===== config.mk =====
export PLATFORM = sky130hd
export DESIGN_NAME = ldl_ram_p2_be
export DESIGN_NICKNAME = d
export VERILOG_FILES = /design/src/rtl/ldl_ram_pkg.sv /design/src/rtl/ldl_ram_core.sv /design/src/rtl/ldl_ram_p2_be.sv
export SDC_FILE = /design/constraint.sdc
export NUM_CORES = 1
export LEC_CHECK = 0
export BUFFER_PORTS_ARGS = -buffer_cell sky130_fd_sc_hd__buf_4
export CAP_MARGIN = 40
export CORE_MARGIN = 3
export CORE_UTILIZATION = 35
export CTS_BUF_LIST = sky130_fd_sc_hd__clkbuf_4
export CTS_CLUSTER_SIZE = 12
export DETAILED_ROUTE_END_ITERATION = 6
export GPL_ROUTABILITY_DRIVEN = 0
export HOLD_SLACK_MARGIN = 0.08
export PLACE_DENSITY_LB_ADDON = 0.15
export SKIP_LAST_GASP = 1
export SYNTH_ARGS = -nofsm -noshare
export SYNTH_HDL_FRONTEND = slang
export SYNTH_SLANG_ARGS = --single-unit

===== constraint.sdc =====
create_clock -name clk -period 10.1 [get_ports clk]
set_input_delay 1.01 -clock clk [delete_from_list [all_inputs] [get_ports clk]]
set_output_delay 1.01 -clock clk [all_outputs]
set_load 0.02 [all_outputs]

===== src/rtl/ldl_ram_pkg.sv =====
// ldl_ram_pkg: shared types and helpers for the ldl_ram_p2_be RAM family.
//   ram_clr_st_e : post-reset clear sequencer states
//   RDLAT_MIN/MAX: legal read-latency range
//   merge_be()   : lane-wise merge of a new word into an old word
package ldl_ram_pkg;

  typedef enum logic {CLEAR, READY} ram_clr_st_e;

  localparam int RDLAT_MIN = 1;
  localparam int RDLAT_MAX = 2;

  // merge_be works on a fixed maximum word; callers size-cast in and out.
  localparam int MRG_W   = 256;
  localparam int MRG_NB  = 32;
  localparam int MRG_NBW = 5;

  // Bit i belongs to lane i/bw; a set enable takes the new bit, else keeps old.
  function automatic logic [MRG_W-1:0] merge_be(input logic [MRG_W-1:0]  old_w,
                                                input logic [MRG_W-1:0]  new_w,
                                                input logic [MRG_NB-1:0] be,
                                                input int                bw);
    logic [MRG_W-1:0] res;
    int lane;
    for (int i = 0; i < MRG_W; i++) begin
      lane = i / bw;
      if (lane < MRG_NB) res[i] = be[lane[MRG_NBW-1:0]] ? new_w[i] : old_w[i];
      else               res[i] = old_w[i];
    end
    return res;
  endfunction

endpackage


===== src/rtl/ldl_ram_core.sv =====
// ldl_ram_core: plain storage array, one lane-enabled write port and one
// registered read port. No reset; read-during-write returns the old word.
//   clk   : clock
//   we/be/waddr/wdata : write strobe, lane enables, address, data
//   re/raddr          : read strobe and address
//   rdata             : registered read data, updated only when re
module ldl_ram_core
  import ldl_ram_pkg::*;
#(
  parameter int DWIDTH = 32,
  parameter int AWIDTH = 4,
  parameter int BWIDTH = 8
) (
  input  logic                       clk,
  input  logic                       we,
  input  logic [DWIDTH/BWIDTH-1:0]   be,
  input  logic [AWIDTH-1:0]          waddr,
  input  logic [DWIDTH-1:0]          wdata,
  input  logic                       re,
  input  logic [AWIDTH-1:0]          raddr,
  output logic [DWIDTH-1:0]          rdata
);

  localparam int DEPTH = 1 << AWIDTH;

  logic [DWIDTH-1:0] mem [DEPTH];

  always_ff @(posedge clk) begin
    if (we)
      mem[waddr] <= DWIDTH'(merge_be(MRG_W'(mem[waddr]), MRG_W'(wdata),
                                     MRG_NB'(be), BWIDTH));
    if (re)
      rdata <= mem[raddr];
  end

endmodule


===== src/rtl/ldl_ram_p2_be.sv =====
// ldl_ram_p2_be: simple dual-port RAM with byte enables, selectable
// read-during-write result, 1/2-cycle read latency and post-reset clear.
//   clk, rst            : clock, synchronous active-high reset
//   wea/bea/addra/dina  : write request, lane enables, address, data
//   reb/addrb           : read request and address
//   doutb/doutb_vld     : read data and its valid strobe
//   busy                : clear sequence running, user requests ignored
//
// Clear FSM:
//   state | meaning
//   CLEAR | writing zero to mem[cnt], one word per cycle, busy high
//   READY | normal read/write operation
module ldl_ram_p2_be
  import ldl_ram_pkg::*;
#(
  parameter int DWIDTH     = 32,
  parameter int AWIDTH     = 4,
  parameter int BWIDTH     = 8,
  parameter int RDLAT      = 1,
  parameter int RDW_MODE   = 0,
  parameter int INIT_CLEAR = 1
) (
  input  logic                       clk,
  input  logic                       rst,
  input  logic                       wea,
  input  logic [DWIDTH/BWIDTH-1:0]   bea,
  input  logic [AWIDTH-1:0]          addra,
  input  logic [DWIDTH-1:0]          dina,
  input  logic                       reb,
  input  logic [AWIDTH-1:0]          addrb,
  output logic [DWIDTH-1:0]          doutb,
  output logic                       doutb_vld,
  output logic                       busy
);

  localparam int NB = DWIDTH / BWIDTH;

  if ((DWIDTH % BWIDTH) != 0) begin : g_err_bwidth
    $error("ldl_ram_p2_be: DWIDTH must be a multiple of BWIDTH");
  end
  if (RDLAT < RDLAT_MIN || RDLAT > RDLAT_MAX) begin : g_err_rdlat
    $error("ldl_ram_p2_be: RDLAT must be 1 or 2");
  end
  if (DWIDTH > MRG_W || NB > MRG_NB) begin : g_err_width
    $error("ldl_ram_p2_be: word too wide for merge_be");
  end

  ram_clr_st_e       state_q, state_d;
  logic [AWIDTH-1:0] cnt_q, cnt_d;
  logic              clr_we;

  always_comb begin
    state_d = state_q;
    cnt_d   = cnt_q;
    clr_we  = 1'b0;
    case (state_q)
      CLEAR: begin
        clr_we = ~rst;
        cnt_d  = cnt_q + AWIDTH'(1);
        if (&cnt_q) state_d = READY;
      end
      default: ;
    endcase
  end

  always_ff @(posedge clk) begin
    if (rst) begin
      state_q <= (INIT_CLEAR != 0) ? CLEAR : READY;
      cnt_q   <= '0;
    end else begin
      state_q <= state_d;
      cnt_q   <= cnt_d;
    end
  end

  assign busy = (state_q == CLEAR);

  logic usr_we, usr_re;
  assign usr_we = wea & ~busy & ~rst;
  assign usr_re = reb & ~busy & ~rst;

  // Clear writes own the port while busy; user requests are masked then.
  logic              core_we;
  logic [NB-1:0]     core_be;
  logic [AWIDTH-1:0] core_waddr;
  logic [DWIDTH-1:0] core_wdata;
  logic [DWIDTH-1:0] core_rdata;

  assign core_we    = clr_we | usr_we;
  assign core_be    = busy ? '1    : bea;
  assign core_waddr = busy ? cnt_q : addra;
  assign core_wdata = busy ? '0    : dina;

  ldl_ram_core #(
    .DWIDTH (DWIDTH),
    .AWIDTH (AWIDTH),
    .BWIDTH (BWIDTH)
  ) u_core (
    .clk   (clk),
    .we    (core_we),
    .be    (core_be),
    .waddr (core_waddr),
    .wdata (core_wdata),
    .re    (usr_re),
    .raddr (addrb),
    .rdata (core_rdata)
  );

  // The core returns the pre-write word; in new-data mode the colliding
  // write is captured alongside the read and merged over it afterwards.
  logic              hit_q;
  logic [NB-1:0]     be_q;
  logic [DWIDTH-1:0] din_q;
  logic [DWIDTH-1:0] rd1;

  always_ff @(posedge clk) begin
    if (usr_re) begin
      hit_q <= (RDW_MODE != 0) && usr_we && (addra == addrb);
      be_q  <= bea;
      din_q <= dina;
    end
  end

  assign rd1 = hit_q ? DWIDTH'(merge_be(MRG_W'(core_rdata), MRG_W'(din_q),
                                        MRG_NB'(be_q), BWIDTH))
                     : core_rdata;

  logic v1_q;

  always_ff @(posedge clk) begin
    if (rst) v1_q <= 1'b0;
    else     v1_q <= usr_re;
  end

  if (RDLAT == 2) begin : g_lat2
    logic [DWIDTH-1:0] dout2_q;
    logic              v2_q;

    always_ff @(posedge clk) begin
      if (rst) begin
        dout2_q <= '0;
        v2_q    <= 1'b0;
      end else begin
        v2_q <= v1_q;
        if (v1_q) dout2_q <= rd1;
      end
    end

    assign doutb     = dout2_q;
    assign doutb_vld = v2_q;
  end else begin : g_lat1
    // The core read register has no reset; force zero until the first read.
    logic out_clr_q;

    always_ff @(posedge clk) begin
      if (rst)         out_clr_q <= 1'b1;
      else if (usr_re) out_clr_q <= 1'b0;
    end

    assign doutb     = out_clr_q ? '0 : rd1;
    assign doutb_vld = v1_q;
  end

endmodule


# == Yosys cells after proc, flatten, opt, wreduce, memory -nomap -nowiden ==
# Memory sizes are Yosys's and may differ from the RTL's. A register that Yosys moved wholly into a read port is not among the register bits.
# Cells that the tools add are included.
# word_totals
register_bits,7
mem_bits_rw,512
in_bits,48
output_inout_bits,34
word_cells,95
n_memories,1
# op_classes
n_addsub,1
n_eq_ne,4
mux,73
bitwise_logic,7
n_reduce_logical,5
# mem_list
name,depth,width,read_ports,rd_ports_with_merged_regs,write_ports,line_no,source
u_core.mem,16,32,1,1,1,ldl_ram_core.sv:26,logic [DWIDTH-1:0] mem [DEPTH];
# op_table
operator,n
$mux 1,69
$mux 32,2
$mux 4,2
$ne 2x2->1 const B,4
$reduce_and 2->1,4
$add 4x1->4 const B,1
$and 1x1->1,4
$reduce_and 4->1,1
$not 1->1,2
$or 1x1->1,1

# == Depth between registers and ports, before layout ==
# depth
depth_word,6
ltp_mapped,6
mapped_depth_nobuf,4

# == By module ==
# From an unflattened synthesis, not the netlist that was laid out.
# unflattened
hier_cells,1017
area_unflattened_um2,21241.6
# by_module_without_submodules
mod,instances,cells_per_inst,area_per_inst_um2,seq_area_each_um2
ldl_ram_core,1,909,20419.6,16335.7
ldl_ram_p2_be,1,108,822.0,140.1

# == Worst setup path after synthesis ==
# No wires, ideal clock.
# synth_path
path_kind,input port to flip-flop
startpoint,input port rst
endpoint,register u_core.rdata[0] (read register of u_core.mem) (enable)
setup_time_ns,0.470
arrival_ns,3.663
required_ns,9.630
setup_slack_ns,5.966
path_stages,2
path_buffers,1
path_cell_list,clkbuf_1 nor3b_1
# synth_between
elab_chain_cells,2
# synth_lines
item,line_no,source
from (decl),ldl_ram_p2_be.sv:24,"input logic rst,"
$not 1->1,ldl_ram_p2_be.sv:80,assign usr_re = reb & ~busy & ~rst;
$and 1x1->1,ldl_ram_p2_be.sv:80,
named net u_core.re,ldl_ram_core.sv:19,"input logic re,"
to (decl),ldl_ram_core.sv:21,output logic [DWIDTH-1:0] rdata
# The timed path passes the listed nets, and every way through them passes these cells.
# A chain may end at the register's enable or synchronous reset.

# == Final worst setup path ==
# layout_path
startpoint,register state_q
endpoint,output port busy
# layout_between
elab_chain_cells,1
# layout_lines
item,line_no,source
from (decl),ldl_ram_p2_be.sv:48,"ram_clr_st_e state_q, state_d;"
from (signal assigned),ldl_ram_p2_be.sv:68,state_q <= (INIT_CLEAR != 0) ? CLEAR : READY;
from (signal assigned),ldl_ram_p2_be.sv:71,state_q <= state_d;
$not 1->1,n/a,
to (decl),ldl_ram_p2_be.sv:33,output logic busy
# No other way between the ends.

==> metrics.txt <==
pin count of the biggest net entering global routing=63; Final Hold Vio Count=0; final-stage net count=1312; WL per Instance=24.1 um; most repeated library cell on the critical path=sky130_fd_sc_hd__buf_4; worst path bufs/invs=3; Syn-to-layout area delta=18.2%; number of warnings issued by yosys=0; count of input and output buffers=81; cell breakdown of the critical path=buf_4 > inv_1 > buf_4; CP startpoint kind=register; Syn Inst Count=1020; fraction of layout instances using a drive strength above 1=40.0%; Worst R2R Start=state_q$_SDFF_PP0_; worst-skew pair later-pin latency=960 ps; initial antenna violation count=3; number of search-and-repair iterations in the first detailed-routing pass=5; via count of the first global-routing pass=11.5k; number of nets with antenna violations after detailed routing=0; number of enable flip-flop cells after synthesis=544; Reg-to-Reg End=u_core.mem[14][28]$_DFFE_PP_; Setup-failing EPs final=0; Crit Path Category=reg -> out; Final Util=42.2%; boundary pin count=82; Synth top cells by count=sky130_fd_sc_hd__edfxtp_1 (544), sky130_fd_sc_hd__mux4_2 (128), sky130_fd_sc_hd__nor3_1 (66); count of maximum capacitance violations=0; ys async rst share=0%; setup bufs post-CTS=0; DP Area=23500 um2; total CTS buffers=142; Min-Delay Path Depth=2; setup TNS=0 ps; CTS root buf=sky130_fd_sc_hd__clkbuf_4; CP Data Required Time=9090 ps; DR DRC count=0; Post-Synthesis Net Count=1069; Synth top area share=76.7%; outcome=finished, final reports clean; P_leak=8.17 nW; global routing usage summed across all routing layers=16.6%; fraction of the cycle the final worst path needs=34.6%; Worst R2R Path Depth=6; final standard cell count with taps included and fillers excluded=2133; largest clock skew in the final design=31.9 ps; via count=10.9k; Resize count post-CTS=0; RSZ-0062 raised after global routing=no; most instantiated flip-flop cell in the synthesis netlist=sky130_fd_sc_hd__edfxtp_1; worst vdd rail ir drop=0.0996 mV; worst hold endpoint=doutb_vld$_SDFF_PP0_; total area of sequential cells=16500 um2; clock tree from TritonCTS=done; Slowest-stage cell, CP=sky130_fd_sc_hd__buf_4; first-pass GRT wire length=75.8 mm; R2R setup slack=7220 ps; hold bufs inserted after CTS=0; number of placed instances, taps included=1892; number of register bits inferred by synthesis=551; filler instances=5319; overall die area=63800 um2; post-detail-place hpwl=30.3 mm; sequential fraction of the synthesis area=77.4%; floorplan core area=59600 um2; drt total wl=51.4 mm; timing startpoint of the critical path=state_q$_SDFF_PP0_; CTS clock-pin slew for the worst setup and hold paths=70 ps; category of cells accounting for the largest share of critical-path delay=buffers and inverters; ratio of routed vias to standard cells=5.11; netlist area before placement=21300 um2; Final Slew Violations=0; starting utilization of the core area=35.7%; number of core rows=89; cell types with the largest area share after synthesis=sky130_fd_sc_hd__edfxtp_1 (77%), sky130_fd_sc_hd__mux4_2 (14%), sky130_fd_sc_hd__a22oi_1 (2.3%); Critical Path Sink Type=primary output; drt initial violations=722; Max-slew headroom=42.1%; vertical die dimension=253 um; Max Clk Rate=286 MHz; clock sinks=551; Synth area leader=sky130_fd_sc_hd__edfxtp_1; multi-input combinational cell area=4670 um2; total congestion overflow=0; crit path time final=3490 ps; slew at the pin closest to its max-slew limit=864 ps; Final Cell Area=25200 um2; dominant cell by count in the synthesized netlist=sky130_fd_sc_hd__edfxtp_1; path class of the lowest-slack min-delay path=in -> reg; maximum number of buffers from clock root to sink=3; Die X-Extent=253 um; mean instance size in the synthesized netlist=20.9 um2; pwr dens=180 nW/um2; number of library cell types mapped by synthesis=28; peak fanout along the critical path=54; number of H-tree levels=4; delay of the slowest cell on the worst path=550 ps; critical path arrival=2480 ps; Hold Startpoint=reb
## area by class of cell
| type | instances | area share (%) |
|---|---|---|
| antenna | 5 | 0.0497 |
| clock buffer | 200 | 5.97 |
| clock inverter | 36 | 0.686 |
| inverter | 3 | 0.0448 |
| multi-input combinational | 400 | 18.6 |
| sequential | 551 | 65.5 |
| tap | 773 | 3.84 |
| timing repair buffer | 165 | 5.35 |
## how the worst max path moves through the flow
stage	to	slack, ps	cells after the start
2_1_floorplan	u_core.rdata[0]$_DFFE_PP_	5970	2
3_3_place_gp	u_core.rdata[14]$_DFFE_PP_	6310	5
3_5_place_dp	u_core.rdata[16]$_DFFE_PP_	6420	5
4_1_cts	busy	6430	3
5_1_grt	busy	6430	3
6_report	busy	6610	3
## layer usage
| metal | GRT usage, % | part of all wire, % | up-vias |
|---|---|---|---|
| li1 | - | - | 4791 |
| met1 | 21.9 | 43 | 5716 |
| met2 | 26.7 | 49 | 325 |
| met3 | 5.41 | 5.8 | 69 |
| met4 | 4.47 | 1.7 | 4 |
| met5 | 0 | 0.060 | - |
## metrics by stage
stage	hold slack, ps	total power, mW	setup slack [ps]
after global routing	213	4.75	6430
after global placement	537	2.78	6310
after detailed placement	533	2.79	6420
final	340	4.52	6610
after CTS	215	4.60	6430
after floorplan	506	2.70	5970
## power by group
group,switching [mW],internal [mW],total [mW]
sequential,0.00781,2.51,2.52
clock,0.858,0.932,1.79
combinational,0.118,0.0951,0.213
## registers in the layout (all words and copies together) (netlist names)
signal and cells:
cnt_q 4, u_core.rdata 32, state_q 1, doutb_vld 1, g_lat1.out_clr_q 1, u_core.mem 512
## cell families after synthesis
kind of cell	synth area share [%]
DFF	77.4
and+or+nand+nor	4.67
muxes	13.6
AOI/OAI and AO/OA	2.67
buffers and inverters	1.48
xor gates and xnor gates	0.123
adders and majority gates	0.0588
## cell usage in the layout (no fill, tap or decap), types with 2 or more instances in the layout
cell                       netlist  final
sky130_fd_sc_hd__and2_1         33     33
sky130_fd_sc_hd__clkinv_2        0      9
sky130_fd_sc_hd__buf_8           0      3
sky130_fd_sc_hd__clkinv_1        0     22
sky130_fd_sc_hd__and3_1          2      2
sky130_fd_sc_hd__mux4_2        128    128
sky130_fd_sc_hd__edfxtp_1      544    544
sky130_fd_sc_hd__a21oi_1         3      3
sky130_fd_sc_hd__nor2b_1        35     33
sky130_fd_sc_hd__inv_2           0      4
sky130_fd_sc_hd__nor3b_1         3      2
sky130_fd_sc_hd__buf_16          0      2
sky130_fd_sc_hd__nor3_2          0     27
sky130_fd_sc_hd__dfxtp_1         7      5
sky130_fd_sc_hd__nor2b_4         0      2
sky130_fd_sc_hd__a31oi_2         0      2
sky130_fd_sc_hd__clkbuf_4        0    200
sky130_fd_sc_hd__a31oi_1         4      2
sky130_fd_sc_hd__buf_6           0      7
sky130_fd_sc_hd__a22oi_1        64     64
sky130_fd_sc_hd__inv_1           3      3
sky130_fd_sc_hd__nand2_1        38     38
sky130_fd_sc_hd__dfxtp_2         0      2
sky130_fd_sc_hd__nor2_1         10      9
sky130_fd_sc_hd__buf_4           9    151
sky130_fd_sc_hd__xor2_1          2      2
sky130_fd_sc_hd__diode_2         0      5
sky130_fd_sc_hd__nor3_1         66     39
sky130_fd_sc_hd__a21o_1          4      4
Power figures use the tool's default switching activity.
